$ cat config.mk
export PLATFORM = sky130hd
export DESIGN_NAME = unsat_select_sequencer
export DESIGN_NICKNAME = d
export VERILOG_FILES = /design/src/rtl/ucs_pkg.sv /design/src/rtl/flip_budget_counter.sv /design/src/rtl/unsat_select_sequencer.sv
export SDC_FILE = /design/constraint.sdc
export NUM_CORES = 1
export LEC_CHECK = 0
export CORE_ASPECT_RATIO = 0.6
export CORE_UTILIZATION = 40
export DETAILED_ROUTE_END_ITERATION = 7
export MAX_ROUTING_LAYER = met4
export PLACE_DENSITY = 0.7
export SLEW_MARGIN = 25
export SYNTH_ARGS = -nofsm -noshare
export SYNTH_HDL_FRONTEND = slang
export SYNTH_HIERARCHICAL = 1
export SYNTH_SLANG_ARGS = --single-unit
$ cat constraint.sdc
create_clock -name clk_i -period 8.25 [get_ports clk_i]
set_input_delay 0.825 -clock clk_i [delete_from_list [all_inputs] [get_ports clk_i]]
set_output_delay 0.825 -clock clk_i [all_outputs]
set_load 0.01 [all_outputs]
$ cat src/rtl/ucs_pkg.sv
`default_nettype none
// ============================================================================
//  Module   : ucs_pkg
//  Brief    : Shared state encoding, status codes and defaults for the
//             unsat clause select sequencer.
//  Revision : 1.0 - initial release
// ============================================================================
package ucs_pkg;

    localparam int unsigned c_DEFAULT_SELECT_LATENCY = 4;

    localparam int unsigned c_STATE_W = 4;
    localparam logic [c_STATE_W-1:0] c_ST_IDLE    = 4'd0;
    localparam logic [c_STATE_W-1:0] c_ST_SETUP   = 4'd1;
    localparam logic [c_STATE_W-1:0] c_ST_CHECK   = 4'd2;
    localparam logic [c_STATE_W-1:0] c_ST_REQ     = 4'd3;
    localparam logic [c_STATE_W-1:0] c_ST_WAIT    = 4'd4;
    localparam logic [c_STATE_W-1:0] c_ST_OFFER   = 4'd5;
    localparam logic [c_STATE_W-1:0] c_ST_FLIP    = 4'd6;
    localparam logic [c_STATE_W-1:0] c_ST_SETTLE  = 4'd7;
    localparam logic [c_STATE_W-1:0] c_ST_SAT     = 4'd8;
    localparam logic [c_STATE_W-1:0] c_ST_TIMEOUT = 4'd9;
    localparam logic [c_STATE_W-1:0] c_ST_ERROR   = 4'd10;

    localparam logic [1:0] c_STATUS_RUN     = 2'b00;
    localparam logic [1:0] c_STATUS_SAT     = 2'b01;
    localparam logic [1:0] c_STATUS_TIMEOUT = 2'b10;
    localparam logic [1:0] c_STATUS_ERROR   = 2'b11;

    // Quiescent states: selector writes blocked, not busy, start accepted.
    function automatic logic is_quiescent(input logic [c_STATE_W-1:0] st);
        return (st == c_ST_IDLE) || (st == c_ST_SAT) ||
               (st == c_ST_TIMEOUT) || (st == c_ST_ERROR);
    endfunction

    function automatic logic [1:0] status_of(input logic [c_STATE_W-1:0] st);
        case (st)
            c_ST_SAT:     return c_STATUS_SAT;
            c_ST_TIMEOUT: return c_STATUS_TIMEOUT;
            c_ST_ERROR:   return c_STATUS_ERROR;
            default:      return c_STATUS_RUN;
        endcase
    endfunction

endpackage
`default_nettype wire

$ cat src/rtl/flip_budget_counter.sv
`default_nettype none
// ============================================================================
//  Module   : flip_budget_counter
//  Brief    : Saturating flip counter with latched flip budget comparison.
//  Revision : 1.0 - initial release
// ============================================================================
module flip_budget_counter #(
    parameter int unsigned WIDTH = 32
) (
    input  logic             clk_i,
    input  logic             rst_i,
    input  logic             start_i,
    input  logic [WIDTH-1:0] budget_i,
    input  logic             inc_i,
    output logic [WIDTH-1:0] count_o,
    output logic             expired_o
);

    logic [WIDTH-1:0] r_count;
    logic [WIDTH-1:0] r_budget;

    always_ff @(posedge clk_i) begin
        if (rst_i) begin
            r_count  <= '0;
            r_budget <= '0;
        end else if (start_i) begin
            r_count  <= '0;
            r_budget <= budget_i;
        end else if (inc_i && (r_count != '1)) begin
            r_count <= r_count + WIDTH'(1);
        end
    end

    assign count_o   = r_count;
    assign expired_o = (r_count == r_budget);

endmodule
`default_nettype wire

$ cat src/rtl/unsat_select_sequencer.sv
`default_nettype none
// ============================================================================
//  Module   : unsat_select_sequencer
//  Brief    : Sequences unsat-clause selection requests, offers the selected
//             clause to the flip logic and tracks the flip budget.
//  Revision : 1.0 - initial release
// ============================================================================
module unsat_select_sequencer
    import ucs_pkg::*;
#(
    parameter int unsigned NSAT                  = 3,
    parameter int unsigned LITERAL_ADDRESS_WIDTH = 12,
    parameter int unsigned BUFFER_DEPTH          = 2048,
    parameter int unsigned SELECT_LATENCY        = c_DEFAULT_SELECT_LATENCY,
    parameter int unsigned FLIP_COUNT_WIDTH      = 32
) (
    input  logic                                  clk_i,
    input  logic                                  rst_i,
    input  logic                                  start_i,
    input  logic                                  abort_i,
    input  logic                                  load_done_i,
    input  logic [FLIP_COUNT_WIDTH-1:0]           max_flips_i,
    input  logic [$clog2(BUFFER_DEPTH)-1:0]       buffer_count_i,
    input  logic                                  ucb_overflow_i,
    input  logic                                  div_by_zero_i,
    input  logic                                  fifo_empty_i,
    input  logic [NSAT*LITERAL_ADDRESS_WIDTH-1:0] selected_i,
    output logic                                  setup_o,
    output logic                                  request_o,
    output logic                                  write_disable_o,
    output logic                                  clear_debug_o,
    output logic [NSAT*LITERAL_ADDRESS_WIDTH-1:0] clause_o,
    output logic                                  clause_valid_o,
    input  logic                                  clause_ready_i,
    input  logic                                  flip_done_i,
    output logic [FLIP_COUNT_WIDTH-1:0]           flip_count_o,
    output logic [1:0]                            status_o,
    output logic                                  busy_o
);

    localparam int unsigned BUF_ADDR_WIDTH = $clog2(BUFFER_DEPTH);
    localparam int unsigned c_CLAUSE_W     = NSAT * LITERAL_ADDRESS_WIDTH;
    localparam int unsigned c_LAT_W        = $clog2(SELECT_LATENCY + 1);

    logic [c_STATE_W-1:0]  r_state;
    logic [c_STATE_W-1:0]  w_next;
    logic [c_LAT_W-1:0]    r_lat;
    logic                  r_flip_seen;
    logic [c_CLAUSE_W-1:0] r_clause;
    logic                  r_setup;
    logic                  r_request;
    logic                  r_write_disable;
    logic                  r_clear_debug;
    logic                  r_valid;
    logic [1:0]            r_status;
    logic                  r_busy;
    logic                  w_start;
    logic                  w_inc;
    logic                  w_expired;

    assign w_start = is_quiescent(r_state) && start_i && !abort_i;
    // Only the first flip_done of a FLIP visit counts.
    assign w_inc   = (r_state == c_ST_FLIP) && flip_done_i && !r_flip_seen && !abort_i;

    flip_budget_counter #(
        .WIDTH     (FLIP_COUNT_WIDTH)
    ) u_flip_budget_counter (
        .clk_i     (clk_i),
        .rst_i     (rst_i),
        .start_i   (w_start),
        .budget_i  (max_flips_i),
        .inc_i     (w_inc),
        .count_o   (flip_count_o),
        .expired_o (w_expired)
    );

    always_comb begin
        w_next = r_state;
        if (abort_i) begin
            w_next = c_ST_IDLE;
        end else begin
            case (r_state)
                c_ST_IDLE, c_ST_SAT, c_ST_TIMEOUT, c_ST_ERROR:
                    if (start_i) w_next = c_ST_SETUP;
                c_ST_SETUP:
                    if (load_done_i) w_next = c_ST_SETTLE;
                c_ST_SETTLE:
                    w_next = c_ST_CHECK;
                c_ST_CHECK:
                    if (ucb_overflow_i)                           w_next = c_ST_ERROR;
                    else if (buffer_count_i == BUF_ADDR_WIDTH'(0)) w_next = c_ST_SAT;
                    else if (w_expired)                           w_next = c_ST_TIMEOUT;
                    else                                          w_next = c_ST_REQ;
                c_ST_REQ:
                    w_next = c_ST_WAIT;
                c_ST_WAIT:
                    if (div_by_zero_i)                w_next = c_ST_ERROR;
                    else if (r_lat == c_LAT_W'(1))    w_next = c_ST_OFFER;
                c_ST_OFFER:
                    if (clause_ready_i) w_next = c_ST_FLIP;
                c_ST_FLIP:
                    if ((flip_done_i || r_flip_seen) && fifo_empty_i) w_next = c_ST_SETTLE;
                default:
                    w_next = c_ST_IDLE;
            endcase
        end
    end

    // Outputs are registered from the next state so they align with r_state.
    always_ff @(posedge clk_i) begin
        if (rst_i) begin
            r_state         <= c_ST_IDLE;
            r_lat           <= '0;
            r_flip_seen     <= 1'b0;
            r_clause        <= '0;
            r_setup         <= 1'b0;
            r_request       <= 1'b0;
            r_write_disable <= 1'b0;
            r_clear_debug   <= 1'b0;
            r_valid         <= 1'b0;
            r_status        <= c_STATUS_RUN;
            r_busy          <= 1'b0;
        end else begin
            r_state         <= w_next;
            r_setup         <= (w_next == c_ST_SETUP);
            r_request       <= (w_next == c_ST_REQ);
            r_valid         <= (w_next == c_ST_OFFER);
            r_write_disable <= is_quiescent(w_next);
            r_busy          <= !is_quiescent(w_next);
            r_status        <= status_of(w_next);
            r_clear_debug   <= w_start;

            if (r_state == c_ST_REQ) begin
                r_lat <= c_LAT_W'(SELECT_LATENCY);
            end else if ((r_state == c_ST_WAIT) && (r_lat != '0)) begin
                r_lat <= r_lat - c_LAT_W'(1);
            end

            if ((r_state == c_ST_WAIT) && (w_next == c_ST_OFFER)) begin
                r_clause <= selected_i;
            end

            if (w_next != c_ST_FLIP) begin
                r_flip_seen <= 1'b0;
            end else if ((r_state == c_ST_FLIP) && flip_done_i) begin
                r_flip_seen <= 1'b1;
            end
        end
    end

    assign setup_o         = r_setup;
    assign request_o       = r_request;
    assign write_disable_o = r_write_disable;
    assign clear_debug_o   = r_clear_debug;
    assign clause_o        = r_clause;
    assign clause_valid_o  = r_valid;
    assign status_o        = r_status;
    assign busy_o          = r_busy;

endmodule
`default_nettype wire

==> impl_metrics.tcl, run 1 <==
set metrics [dict create \
    hp-class "flop to flop" \
    final_nets 840 \
    cts_setup_buffers 0 \
    leakage_nw 3.14 \
    grt_overflow 0 \
    initial_core_util 0.419 \
    cts_tree "built" \
    crit_path_start_kind "flop" \
    synth_edf_count 0 \
    fill_cells 1118 \
    cts_buffers 17 \
    cts_root_buf "clkbuf_16" \
    setup_viol 0 \
    ios 165 \
    wl_mm 16.4 \
    fin_crit_ns 3.58 \
    yosysSeqAreaShare 0.422 \
    avgRoutedWirePerCell_um 17.6 \
    holdWs_ns 0.484 \
    synthToLayoutAreaGrowth_pct 42.6 \
    antenna_found_initial 0 \
    synth_flop_cell "dfxtp_1" \
    cp.arrival_ns 3.92 \
    ctsResizeCount 0 \
    cap_violations 0 \
    setup_tns_ns 0 \
    crit_type "flop to flop" \
    drive_gt1_frac 0.0921 \
    grt_usage 0.240 \
    crit_required_ns 8.59 \
    fp.dieH_um 92.8 \
    gp_congestion 0.925 \
    irDropWorstVdd_v 0.000136 \
    skew_ns 0.00877 \
    io_buffers 164 \
    hpwl_mm 11.7 \
    core_mm2 0.0131 \
    vias_per_cell 5.45 \
    fin_area_mm2 0.00784 \
    ys_warn_count 6 \
    postRouteAntennaNets 0 \
    syn_nets 685 \
    clk_pin_slew_worst_paths_ns 0.06 \
    holdBufCountCts 0 \
    max_clock_freq_mhz 279 \
    clock_path_buffers 2 \
    grt_start_max_net_pins 82 \
    num_vias 5071 \
    grt_pass1_wl_mm 25.5 \
    worst_pin_slew_ns 0.886 \
    htree_levels 4 \
    drc 0 \
    worst-r2r-setup-slack_ns 4.67 \
    antenna-diode-count 0 \
    synth_seq_cells 116 \
    die_area_mm2 0.0142 \
    async_flop_share 0 \
    syn_inst 592 \
    hold_viol 0 \
    clock_latency_ns 0.41 \
    min_period_over_period 0.434 \
    p_per_area_mw_per_mm2 191 \
    dpl_cell_area_mm2 0.00720 \
    synth_area_mm2 0.00550 \
    slew_headroom 0.410 \
    crit_fanout 11 \
    cts_num_sinks 116 \
    dr.pass1.iters 5 \
    end_kind "flop" \
    first_global_vias 4801 \
    drv_slew 0 \
    synth_cell_type_count 69 \
    rows 32 \
    outcome "finished clean" \
    drtIter0Drc 377 \
    rsz0062_at_grt "false" \
    syn_area_per_cell_um2 9.29 \
    die_w_um 153 \
]
## sequential cells by signal, summed over array words and instances (netlist names)
name / flops
clause_valid_o: 1
r_state: 4
write_disable_o: 1
clear_debug_o: 1
u_flip_budget_counter/r_budget: 32
r_flip_seen: 1
busy_o: 1
clause_o: 36
request_o: 1
setup_o: 1
u_flip_budget_counter/count_o: 32
status_o: 2
r_lat: 3
## cells in the final DEF (no fill, tap or decap), drive strengths merged, types with 15 or more instances in the layout
cell type,count
clkbuf,18
nor2,92
inv,19
o21ai,15
mux2i,68
dfxtp,116
clkdlybuf4s50,163
a21oi,31
xor2,33
nor4,17
or3,15
nand2,21
## where the power goes
group	leakage [nW]	total, mW	internal [mW]	switching (mW)
Combinational	1.91	0.121	0.0662	0.0552
Sequential	0.939	0.580	0.572	0.00859
Clock	0.292	0.797	0.517	0.280
## Yosys cell counts, drive strengths merged, types with 2 or more instances
master,count,area share
and4,5,0.0082
or2,5,0.0057
a311oi,2,0.0032
xor2,33,0.053
nand3b,2,0.0027
nand4,12,0.015
o31a,4,0.0068
and3,3,0.0034
nor4,17,0.022
o21a,3,0.0041
xnor2,7,0.011
o311ai,2,0.0046
nand2,21,0.015
nor2b,4,0.0045
nor2,92,0.063
clkbuf,21,0.016
or4,13,0.020
a211oi,3,0.0073
buf,12,0.021
o211ai,2,0.0027
nor4b,2,0.0043
mux2i,68,0.12
or3,15,0.018
o21ai,15,0.014
nor3,13,0.012
nand3,14,0.013
a21oi,31,0.033
inv,15,0.010
ha,4,0.0091
a21boi,3,0.0041
o31ai,12,0.016
nor3b,5,0.0086
and2,5,0.0057
dfxtp,116,0.42
## cells by family after synthesis
kind of cell / share of synthesized area
XOR/XNOR: 0.0637
AO/OA/AOI/OAI: 0.110
buffers and inverters: 0.0489
flip-flops: 0.422
multiplexers: 0.124
AND/OR/NAND/NOR: 0.223
adder cells (fa/ha/maj): 0.00910
## worst max-delay path: stages, from the launching register on
cell     delay (ns)
dfxtp_1        0.51
nor3b_1        0.54
nand3_1        0.21
nor3_1         0.23
buf_4          0.22
inv_1          0.11
or4_4          0.62
or3_4          0.44
or4_1          0.49
a21oi_1        0.15
## through the flow
stage,cells,worst slack (ns),power (mW),utilization
after CTS,930,4.73,1.51,0.597
after floorplan,592,5.23,0.648,-
after global placement,898,4.62,0.709,0.548
after detailed placement,898,4.57,0.711,0.548
final,930,4.67,1.50,0.597
after global routing,930,4.39,1.55,0.597
## cell type report
type                            instances  area (µm²)  share of cell area
Clock buffer                           18         439              0.0560
Multi-Input combinational cell        427        2930               0.374
Inverter                               15        56.3             0.00718
Timing Repair Buffer                  170        1680               0.214
Sequential cell                       116        2320               0.296
Tap cell                              170         213              0.0271
Clock inverter                         14         200              0.0255
## metal layers
metal	share of wire	global-route usage	vias to the layer above
met5	0	-	-
met4	0.0075	0.0750	0
met3	0.082	0.0562	10
met2	0.40	0.322	217
met1	0.51	0.347	2421
li1	-	-	2423
## worst paths after layout
path	startpoint	endpoint	cells past startpoint
max	r_state[2]	u_flip_budget_counter/count_o[25]	9
min	r_flip_seen	r_flip_seen	2
max reg2reg	r_state[2]	u_flip_budget_counter/count_o[25]	9
min reg2reg	r_flip_seen	r_flip_seen	2
Note: power is estimated with default switching activity, not from simulation.
==> inputs of run 2 (changes only) <==
- PLACE_DENSITY: 0.7 -> 0.72
- clock period: 8.25 -> 3.1 ns (I/O delays scaled with it)
==> run 2 against run 1 <==
Against the previous run: count of clock-buffer cells in the layout shrank 1; total power grew 150%; die area unchanged; sequential power increased to 2.7 times the previous value; core utilization rose by 0.47 points; fmax rose by 22%; critical path depth is 1 lower; clock skew is 0.0012 ns higher; critical path type unchanged; critical endpoint is now u_flip_budget_counter/count_o[21].
==> impl_metrics.tcl, run 2 (synthesized netlist as in run 1, its figures left out) <==
set metrics [dict create \
    ios 165 \
    setup_tns_ns 0 \
    dpl_cell_area_mm2 0.00733 \
    multi_input_area_mm2 0.00293 \
    hpwl_mm 12.6 \
    crit_fanout 8 \
    largest_reg_flops 36 \
    hp-class "input port to flop" \
    cap_violations 0 \
    drv_slew 0 \
    leakage_nw 3.22 \
    drtIter0Drc 368 \
    grt_start_max_net_pins 42 \
    crit_type "flop to flop" \
    worstReg2RegStart "r_state[2]" \
    die_w_um 153 \
    slew_headroom 0.502 \
    grt_pass1_wl_mm 26.7 \
    end_kind "flop" \
    skew_ns 0.00997 \
    grt_usage 0.252 \
    crit_chain "nor3b_1, nand3_1, nor3_1, inv_1, or4_4, or2_0, or4_1, a21oi_1" \
    fin_crit_ns 2.95 \
    timing.critical_path.from "r_state[2]" \
    cp_top_family "simple AND/OR/NAND/NOR gates" \
    grt_overflow 0 \
    initial_core_util 0.419 \
    max_clock_freq_mhz 339 \
    min_period_over_period 0.950 \
    fp.dieH_um 92.8 \
    cts_tree "built" \
    cts_root_buf "clkbuf_16" \
    met2_usage 0.350 \
    dr.pass1.iters 5 \
    cp.arrival_ns 3.28 \
    avgRoutedWirePerCell_um 18.1 \
    cts_num_sinks 116 \
    first_global_vias 5022 \
    fill_cells 1135 \
    fin_area_mm2 0.00790 \
    clock_latency_ns 0.41 \
    irDropWorstVdd_v 0.000367 \
    setup_slack_ns 0.154 \
    drc 0 \
    holdWs_ns 0.451 \
    setup_viol 0 \
    path_buf_inv 1 \
    antenna_found_initial 0 \
    crit_required_ns 3.43 \
    cts_setup_buffers 0 \
    final_cells 946 \
    dp_slack_ns 0.0675 \
    cpMaxStageDelayCell "or4_1" \
    power_mw 3.75 \
    core_mm2 0.0131 \
    fin_util 0.602 \
    outcome "finished clean" \
    worst_pin_slew_ns 0.748 \
    slowest_delay_ns 0.59 \
    io_buffers 164 \
    clk_pin_slew_worst_paths_ns 0.06 \
    crit_path_start_kind "flop" \
    final_nets 856 \
    gp_congestion 0.924 \
    vias_per_cell 5.43 \
    placedCellCount 914 \
    grt_busiest_layer "met1" \
    antenna-diode-count 0 \
    rows 32 \
    seq_area_mm2 0.00232 \
    num_vias 5134 \
    p_per_area_mw_per_mm2 474 \
    ctsResizeCount 0 \
    grt_use_met1 0.351 \
    die_area_mm2 0.0142 \
    rsz0062_at_grt "false" \
    synthToLayoutAreaGrowth_pct 43.7 \
    mostFrequentLayoutCell "clkdlybuf4s50_1" \
    drive_gt1_frac 0.110 \
    layout_common_cells "clkdlybuf4s50_1, dfxtp_1, nor2_1" \
    cts_buffers 17 \
    clock_path_buffers 2 \
    htree_levels 4 \
    postRouteAntennaNets 0 \
    grt_util_met3 0.0650 \
    hold_viol 0 \
    worstHoldStart "rst_i" \
    holdBufCountCts 0 \
    wl_mm 17.1 \
]
-- run 2: metal layers --
metal	share of wire	wire [µm]	up-vias
li1	-	-	2460
met5	0	0	-
met1	0.50	8500	2456
met3	0.081	1380	14
met4	0.0081	139	0
met2	0.41	7100	204
-- run 2: area by class of cell --
cell class | count | share of cell area
Sequential cell | 116 | 0.294
Timing Repair Buffer | 186 | 0.230
Tap cell | 170 | 0.0269
Inverter | 15 | 0.00712
Multi-Input combinational cell | 427 | 0.370
Clock inverter | 15 | 0.0187
Clock buffer | 17 | 0.0538
-- run 2: worst paths after layout --
path	end	slack (ns)	depth (start not counted)
setup / recovery	u_flip_budget_counter/count_o[21]	0.15	8
hold / removal	clause_o[29]	0.45	2
setup reg to reg	u_flip_budget_counter/count_o[21]	0.15	8
hold reg to reg	clause_o[35]	0.50	2
-- run 2: report_power, final --
part	internal, mW	leakage (nW)	total (mW)	switching, mW
sequential	1.52	0.939	1.54	0.0190
clock	1.12	0.273	1.88	0.756
combinational	0.179	2.00	0.331	0.151
total	2.82	3.22	3.75	0.926
==> inputs of run 3 (changes only) <==
- SETUP_SLACK_MARGIN: default -> 0.02
==> results of run 3 <==
The final DEF is identical to that of run 2; final timing and power are the same.
